--- src/rtl/alu_acc.sv ---
// Clocked accumulator ALU: single-cycle ops retire on the issuing edge, MUL
// runs as a WIDTH-cycle shift-add under a start/busy/done handshake.
module alu_acc #(
   parameter int WIDTH = 8
) (
   input  logic             clk,
   input  logic             rst_n,
   input  logic             start,
   input  logic [7:0]       opcode,
   input  logic [WIDTH-1:0] mdr,
   input  logic [WIDTH-1:0] value,
   output logic [WIDTH-1:0] ac,
   output logic             nflg,
   output logic             zflg,
   output logic             cflg,
   output logic             vflg,
   output logic             busy,
   output logic             done
);
   localparam int SHW = $clog2(WIDTH);
   localparam logic [SHW:0] CNT_INIT = WIDTH[SHW:0];
   localparam logic [SHW:0] CNT_ONE  = 1;

   localparam logic [7:0] OP_LOAD  = 8'h01;
   localparam logic [7:0] OP_LOADI = 8'h02;
   localparam logic [7:0] OP_CLR   = 8'h04;
   localparam logic [7:0] OP_ADD   = 8'h05;
   localparam logic [7:0] OP_ADDI  = 8'h06;
   localparam logic [7:0] OP_SUBT  = 8'h07;
   localparam logic [7:0] OP_SUBTI = 8'h08;
   localparam logic [7:0] OP_NEG   = 8'h09;
   localparam logic [7:0] OP_NOT   = 8'h0A;
   localparam logic [7:0] OP_AND   = 8'h0B;
   localparam logic [7:0] OP_OR    = 8'h0C;
   localparam logic [7:0] OP_XOR   = 8'h0D;
   localparam logic [7:0] OP_SHL   = 8'h0E;
   localparam logic [7:0] OP_SHR   = 8'h0F;
   localparam logic [7:0] OP_MUL   = 8'h10;
   localparam logic [7:0] OP_ROL   = 8'h11;
   localparam logic [7:0] OP_ROR   = 8'h12;
   localparam logic [7:0] OP_ASR   = 8'h13;

   typedef enum logic {IDLE, MUL} state_t;

   state_t                   state;
   logic [SHW:0]             cnt;
   logic [2*WIDTH-1:0]       mcand;
   logic [WIDTH-1:0]         mplier;
   logic [2*WIDTH-1:0]       prod;
   logic [2*WIDTH-1:0]       prod_nx;

   logic [SHW-1:0]           sh;
   logic [WIDTH-1:0]         opb;
   logic signed [2*WIDTH-1:0] acx;
   logic [2*WIDTH-1:0]       t;
   logic [WIDTH:0]           sum;
   logic [WIDTH-1:0]         res;
   logic                     cres;
   logic                     vres;
   logic                     wr;
   logic                     is_mul;

   assign sh      = value[SHW-1:0];
   assign opb     = (opcode == OP_ADD || opcode == OP_SUBT) ? mdr : value;
   assign acx     = {ac, {WIDTH{1'b0}}};
   assign is_mul  = (opcode == OP_MUL);
   assign prod_nx = mplier[0] ? prod + mcand : prod;

   // Single-cycle result and flag candidates; shifts and rotates go through a
   // double-width temporary so the bit shifted or rotated out falls at a fixed index.
   always_comb begin
      res  = ac;
      cres = 1'b0;
      vres = 1'b0;
      wr   = 1'b1;
      t    = '0;
      sum  = '0;
      case (opcode)
         OP_LOAD:  res = mdr;
         OP_LOADI: res = value;
         OP_CLR:   res = '0;
         OP_ADD, OP_ADDI: begin
            sum  = {1'b0, ac} + {1'b0, opb};
            res  = sum[WIDTH-1:0];
            cres = sum[WIDTH];
            vres = (ac[WIDTH-1] == opb[WIDTH-1]) && (res[WIDTH-1] != ac[WIDTH-1]);
         end
         OP_SUBT, OP_SUBTI: begin
            sum  = {1'b0, ac} - {1'b0, opb};
            res  = sum[WIDTH-1:0];
            cres = sum[WIDTH];
            vres = (ac[WIDTH-1] != opb[WIDTH-1]) && (res[WIDTH-1] != ac[WIDTH-1]);
         end
         OP_NEG: begin
            res  = '0 - mdr;
            vres = (mdr == {1'b1, {(WIDTH-1){1'b0}}});
         end
         OP_NOT: res = ~mdr;
         OP_AND: res = ac & mdr;
         OP_OR:  res = ac | mdr;
         OP_XOR: res = ac ^ mdr;
         OP_SHL: begin
            t    = {{WIDTH{1'b0}}, ac} << sh;
            res  = t[WIDTH-1:0];
            cres = t[WIDTH];
         end
         OP_SHR: begin
            t    = {ac, {WIDTH{1'b0}}} >> sh;
            res  = t[2*WIDTH-1:WIDTH];
            cres = t[WIDTH-1];
         end
         OP_ASR: begin
            t    = acx >>> sh;
            res  = t[2*WIDTH-1:WIDTH];
            cres = t[WIDTH-1];
         end
         OP_ROL: begin
            t    = {ac, ac} << sh;
            res  = t[2*WIDTH-1:WIDTH];
            cres = (sh != '0) & res[0];
         end
         OP_ROR: begin
            t    = {ac, ac} >> sh;
            res  = t[WIDTH-1:0];
            cres = (sh != '0) & res[WIDTH-1];
         end
         default: wr = 1'b0;
      endcase
   end

   always_ff @(posedge clk or negedge rst_n) begin
      if (!rst_n) begin
         state <= IDLE;
         cnt   <= '0;
         ac    <= '0;
         nflg  <= 1'b0;
         zflg  <= 1'b1;
         cflg  <= 1'b0;
         vflg  <= 1'b0;
         busy  <= 1'b0;
         done  <= 1'b0;
      end else begin
         done <= 1'b0;
         case (state)
            IDLE: begin
               if (start) begin
                  if (is_mul) begin
                     cnt   <= CNT_INIT;
                     busy  <= 1'b1;
                     state <= MUL;
                  end else begin
                     done <= 1'b1;
                     if (wr) begin
                        ac   <= res;
                        nflg <= res[WIDTH-1];
                        zflg <= (res == '0);
                        cflg <= cres;
                        vflg <= vres;
                     end
                  end
               end
            end
            MUL: begin
               cnt <= cnt - CNT_ONE;
               if (cnt == CNT_ONE) begin
                  ac    <= prod_nx[WIDTH-1:0];
                  nflg  <= prod_nx[WIDTH-1];
                  zflg  <= (prod_nx[WIDTH-1:0] == '0);
                  cflg  <= |prod_nx[2*WIDTH-1:WIDTH];
                  vflg  <= 1'b0;
                  busy  <= 1'b0;
                  done  <= 1'b1;
                  state <= IDLE;
               end
            end
         endcase
      end
   end

   // Multiplier datapath carries no reset; it is fully reloaded on every MUL issue.
   always_ff @(posedge clk) begin
      if (state == IDLE) begin
         if (start && is_mul) begin
            mcand  <= {{WIDTH{1'b0}}, mdr};
            mplier <= ac;
            prod   <= '0;
         end
      end else begin
         prod   <= prod_nx;
         mcand  <= mcand << 1;
         mplier <= mplier >> 1;
      end
   end
endmodule

--- config.mk ---
export PLATFORM = sky130hd
export DESIGN_NAME = alu_acc
export DESIGN_NICKNAME = d
export VERILOG_FILES = /design/src/rtl/alu_acc.sv
export SDC_FILE = /design/constraint.sdc
export NUM_CORES = 1
export LEC_CHECK = 0
export BUFFER_PORTS_ARGS = -buffer_cell sky130_fd_sc_hd__buf_4
export CORE_MARGIN = 2
export CORE_UTILIZATION = 50
export CTS_CLUSTER_SIZE = 28
export DETAILED_ROUTE_END_ITERATION = 7
export PLACE_DENSITY = 0.73
export SLEW_MARGIN = 20
export SYNTH_ARGS = -nofsm -noshare
export SYNTH_HDL_FRONTEND = slang
export SYNTH_SLANG_ARGS = --single-unit
--- constraint.sdc ---
create_clock -name clk -period 4.6 [get_ports clk]
set_clock_uncertainty 0.15 [all_clocks]
set_input_delay 1.15 -clock clk [delete_from_list [all_inputs] [get_ports clk]]
set_output_delay 1.15 -clock clk [all_outputs]
set_load 0.05 [all_outputs]
---- Word-level counts from Yosys, hierarchy flattened ----
Cells that the tools add are included.
storage, ports and cells
  register bits ........................... 59
cells by class
  bitwise logic cells ..................... 7
  reductions and logical operators ........ 15
  equal/unequal tests ..................... 29
  muxes and demuxes ....................... 51
  $add $sub $neg .......................... 5
  shift operators ......................... 5
operators with widths
  operator              number
  $pmux W8 S15          1
  $mux W16              5
  $eq A8 B4 Y1 const B  8
  $mux W8               5
  $eq A8 B3 Y1 const B  4
  $eq A8 B5 Y1 const B  4
  $mux W1               25
  $reduce_or A17 Y1     1
  $add A16 B16 Y16      1
  $logic_not A8 Y1      2
  $pmux W8 S2           1
  $shl A16 B3 Y16       1
  $shr A16 B3 Y16       1
  $shr A16 B3 Y8        1
  $sshr A16 B3 Y16      1
  $mux W7               2
  $pmux W1 S2           7
  $add A8 B8 Y9         1
  $shl A8 B3 Y9         1
  $sub A8 B8 Y9         1
  $and A8 B8 Y8         1
  $eq A8 B1 Y1 const B  1
  $eq A8 B2 Y1 const B  1
  $eq A8 B8 Y1 const B  1
  25 further kinds      35

---- Depth between registers and ports, before layout ----
  depth after elaboration ................. 11
  gate-level depth with buffers ........... 17
  gate-level depth less buffers ........... 14

---- Worst setup path before layout ----
OpenSTA, ideal clock, no wires.
  kind .................................... input to register
  start point ............................. input port opcode[0]
  end point ............................... register ac[7]
  required time ........................... 4.314 ns
  data arrival time ....................... 4.754 ns
  setup slack ............................. -0.440 ns
  stages on the path ...................... 16
  cells stage by stage .................... buf_2 > buf_1 > clkbuf_1 > nand3_1 > clkbuf_1 > a21o_1 > ha_1 > buf_2 > nor2b_1 > o21ba_2 > o31a_1 > nor2b_1 > or3b_2 > a2111oi_0 > mux2_2 > o21ai_0
between the ends
  longest elaborated chain between the ends .. 9
ends and longest elaborated chain
  item                                                   line    RTL
  start, declared                                        9       input logic [7:0] opcode,
  $eq A8 B3 Y1                                           --
  $logic_or A1 B1 Y1                                     64      assign opb = (opcode == OP_ADD || opcode == OP_SUBT) ? mdr : value;
  $mux W8                                                64
  $sub A8 B8 Y9 / $add A8 B8 Y9 (equally long branches)  89, 83
  $pmux W8 S15                                           78      case (opcode)
  $mux W8                                                153     if (wr) begin
  $mux W8                                                147     if (is_mul) begin
  $mux W8                                                146     if (start) begin
  $pmux W8 S2                                            144     case (state)
  end signal, assigned                                   154     ac <= res;
  end signal, assigned                                   166     ac <= prod_nx[WIDTH-1:0];
  end, declared                                          12      output logic [WIDTH-1:0] ac,
Several ways; a longest one is shown, not always the timed one. The select of a mux whose other input is x is not followed.
A chain may end at the register's enable or synchronous reset.

---- Final worst setup path ----
  start point ............................. input port opcode[5]
  end point ............................... register ac[7]
The elaborated chain is that of the path after synthesis.

==> results.md <==
* Status: finished, final reports clean
* Min-delay src: cnt[3]
* TritonCTS Buffers at 9
* Post-layout minimum cycle time at 4.32 ns
* VDD IR-drop max at 0.302 mV
* Startpoint Class: input port
* # resized after CTS at 0
* First-pass GRT wire length at between 30 and 40 mm
* Initial Utilization at 51.8%
* H-Tree Depth at 3
* Initial antenna violation count at 0
* Vias at between 6000 and 7000
* Footprint of the multi-input gates at about 0.0043 mm2
* Gate Count Post-Synth at between 700 and 800
* Die X at between 100 and 150 um
* Antenna Cells at 0
* Row count at 40
* Setup bufs post-CTS at 0
* Post-Syn Area per Cell at between 8 and 9 um2
* Crit-path max FO at 16
* CP endpoint kind: flop
* Post-synthesis register bit count at 58
* Critical Path AT at roughly 4.4 ns
* Bufs and invs on worst path at 2
* Final setup vio count at 0
* Total Routing Usage GR at 32.6%
* Clock latency on the worst-skew pair at between 0.3 and 0.4 ns
* DR WL/cell at between 20 and 25 um
* Largest net degree at the start of global routing at 46
* Kind of critical path: input port to flop
* Die Ht at 116 um
* Post-synth EDFFs at 38
* Final Max Slew Viols at 0
* Critical path's top delay family: simple AND/OR/NAND/NOR gates
* Antenna-violating nets left at 0
* Vias in the first global route at 6149
* Max_cap viols at 0
* RSZ-0062 raised after global routing: false
* Hold buffers post-CTS at 0
* Final HPWL DP at ~16 mm
* Slew @ Worst Pin at around 0.80 ns
* Filler cells at roughly 1100
* Register area share after synthesis at between 20% and 30%
* Die area at 0.0135 mm2
* Nets at 860
* Endpoints failing hold at 0
* Synthesized net count at between 800 and 900
* Async SR Flop Fraction at 31.0%
* Worst R2R Path Depth at 9
* RePlAce Congestion at 1.00
* Fin crit share at between 90% and 100%
* Core area at about 0.012 mm2
* Clock root cell: clkbuf_16
* IO Port Bufs at 40
* Setup TNS at 0 ns
* Max incr delay on CP at between 0.4 and 0.5 ns
* I/O pin cnt at 41
* Routed wire length at around 21 mm
* Aggregate global routing overflow at 0
* RR Startpoint: mcand[4]
* Critical-path top delay cell: or3b_2
* Ys Warns at 0
* Reg2Reg Setup Slack at approximately 1.1 ns
* CP cell instances: buf_4 > nor4_2 > nand3_2 > buf_4 > a21o_1 > ha_1 > nor2b_1 > o21ba_2 > o31a_1 > nor2b_1 > or3b_2 > a2111oi_4 > mux2_2 > o21ai_0
* Hold WC Path Type: flop to flop
* Max_slew headroom at 46.5%
* Crit. path cell count at 14
* PwrDens at between 400 and 500 mW/mm2
* Placed Area at between 0.006 and 0.007 mm2
* Design area at between 0.007 and 0.008 mm2
* Worst path required time at about 4.7 ns
* Synth cell types at 80
* Post-DR vias/cell at 6.67
* Worst Hold End: cnt[3]
* Clock sink count at 58
* Starting DRT DRC Count at 737
* Ys flop type: edfxtp_1
* Reg2reg end: cflg
* P_leak at approximately 0.0029 uW
* Worst-path clk slew at around 0.050 ns
* Fmax at ~230 MHz
* Mapped cell area at approximately 0.0063 mm2
* WHS Path Cells at 1
* Initial DRT Pass Iterations at 7
* TritonCTS clock tree: done
* CTS Buffer Depth at 2
* DRC at 0
* Share of cells above drive strength 1 at ~18%
* Reg area at approximately 0.0016 mm2
* Layout area overhead at 14.9%
power breakdown:
group	internal [uW]	switching, uW
clock	426	220
combinational	597	865
sequential	646	155
cells in the final DEF (no fill, tap or decap), drive strengths merged, types with 6 or more instances in the layout:
cell,Yosys,routed
nand2b,8,8
mux2i,12,12
edfxtp,38,38
a211oi,7,7
o31a,6,6
nor3,22,22
nor4,11,11
nand4,6,6
nand3,18,18
nor2,67,67
o31ai,6,6
and2,16,16
buf,15,81
a22o,9,9
mux2,9,9
o21a,9,9
dfrtp,17,17
o21ai,44,44
a21o,14,14
nand2,55,55
o211ai,8,8
nor2b,15,15
o22ai,10,10
a21oi,40,40
a31oi,6,6
inv,37,37
or3,12,12
or4,7,7
mux4,12,12
clkbuf,40,15
xnor2,12,12
ha,51,51
per-stage QoR:
step / util, % / hold WS (ns) / power, uW / setup slack, ns / instances
finish: 59.5 / 0.315 / 2910 / 0.278 / 952
global route: 59.5 / 0.369 / 3070 / 0.0197 / 952
CTS: 59.3 / 0.315 / 2870 / 0.0940 / 952
detailed placement: 56.8 / 0.317 / 2220 / -0.221 / 936
global placement: 56.8 / 0.298 / 2190 / -0.0431 / 936
floorplan: - / 0.287 / 1740 / 0.000765 / 742
how the worst max path moves through the flow:
stage | slack [ns] | to | from
floorplan | 0.0008 | ac[7] | opcode[5]
global placement | -0.04 | ac[5] | opcode[5]
detailed placement | -0.22 | ac[6] | opcode[5]
CTS | 0.09 | ac[6] | opcode[5]
global route | 0.02 | ac[6] | opcode[5]
finish | 0.28 | ac[7] | opcode[5]
registers in the layout, summed over array words and instances, names as in the netlist:
signal and flops:
mcand 16, prod 16, ac 8, mplier 8, cnt 4, busy 1
cflg 1, done 1, state 1, vflg 1, zflg 1
metal layers:
| layer | global-route usage, % | share of wire (%) | vias to the layer above | wire length [um] |
|---|---|---|---|---|
| li1 | - | - | 2869 | - |
| met1 | 41.1 | 41 | 3090 | 8780 |
| met3 | 4.13 | 7.0 | 68 | 1490 |
| met5 | 0 | 0 | - | 0 |
| met4 | 14.4 | 4.2 | 0 | 896 |
| met2 | 56.0 | 48 | 321 | 10200 |
kinds of logic after synthesis:
group / count (synthesis) / synth area share (%)
compound gates: 224 / 25.1
mux: 33 / 7.84
buf+inv: 93 / 5.99
xor+xnor: 17 / 2.37
flops: 58 / 26.0
simple gates: 263 / 21.5
fa+ha+maj: 54 / 11.1
worst register-to-register path, stage by stage (launching register included):
cell	delay, ns
edfxtp_1	0.43
ha_1	0.39
and3_1	0.20
a221o_1	0.39
o221ai_1	0.52
xnor2_1	0.12
mux2_2	0.28
a2111oi_0	0.49
o2111ai_1	0.25
o21a_1	0.22
final cells by class:
type                    count  share of cell area (%)
inverters                  38                    1.98
multi-input cells         591                    59.7
flip-flops and latches     58                    22.7
clock inverters             1                  0.0695
repair buffers             81                    8.61
clock buffers              15                    4.01
well taps                 168                    2.92
cell usage after synthesis, types with 6 or more instances:
cell / count / area (um2)
dfrtp_1: 17 / 425
mux2i_1: 12 / 120
nand2b_1: 8 / 50.1
mux4_2: 12 / 270
nor2b_1: 15 / 93.8
edfxtp_1: 38 / 1140
buf_2: 6 / 30.0
o21a_1: 9 / 67.6
o22ai_1: 10 / 62.6
inv_1: 37 / 139
a21oi_1: 40 / 200
o211ai_1: 8 / 60.1
mux2_2: 9 / 101
o31ai_1: 6 / 45.0
o31a_1: 6 / 52.6
or3_1: 12 / 75.1
a22o_1: 9 / 78.8
nand2_1: 55 / 206
clkbuf_1: 40 / 150
nand3_1: 18 / 90.1
nand4_1: 6 / 37.5
ha_1: 51 / 638
nor3_1: 22 / 110
o21ai_0: 42 / 210
buf_1: 6 / 22.5
xnor2_1: 12 / 105
a21o_1: 14 / 105
nor4_1: 11 / 68.8
nor2_1: 67 / 251
and2_1: 14 / 87.6
a211oi_1: 7 / 52.6
(Power assumes the default switching activity.)
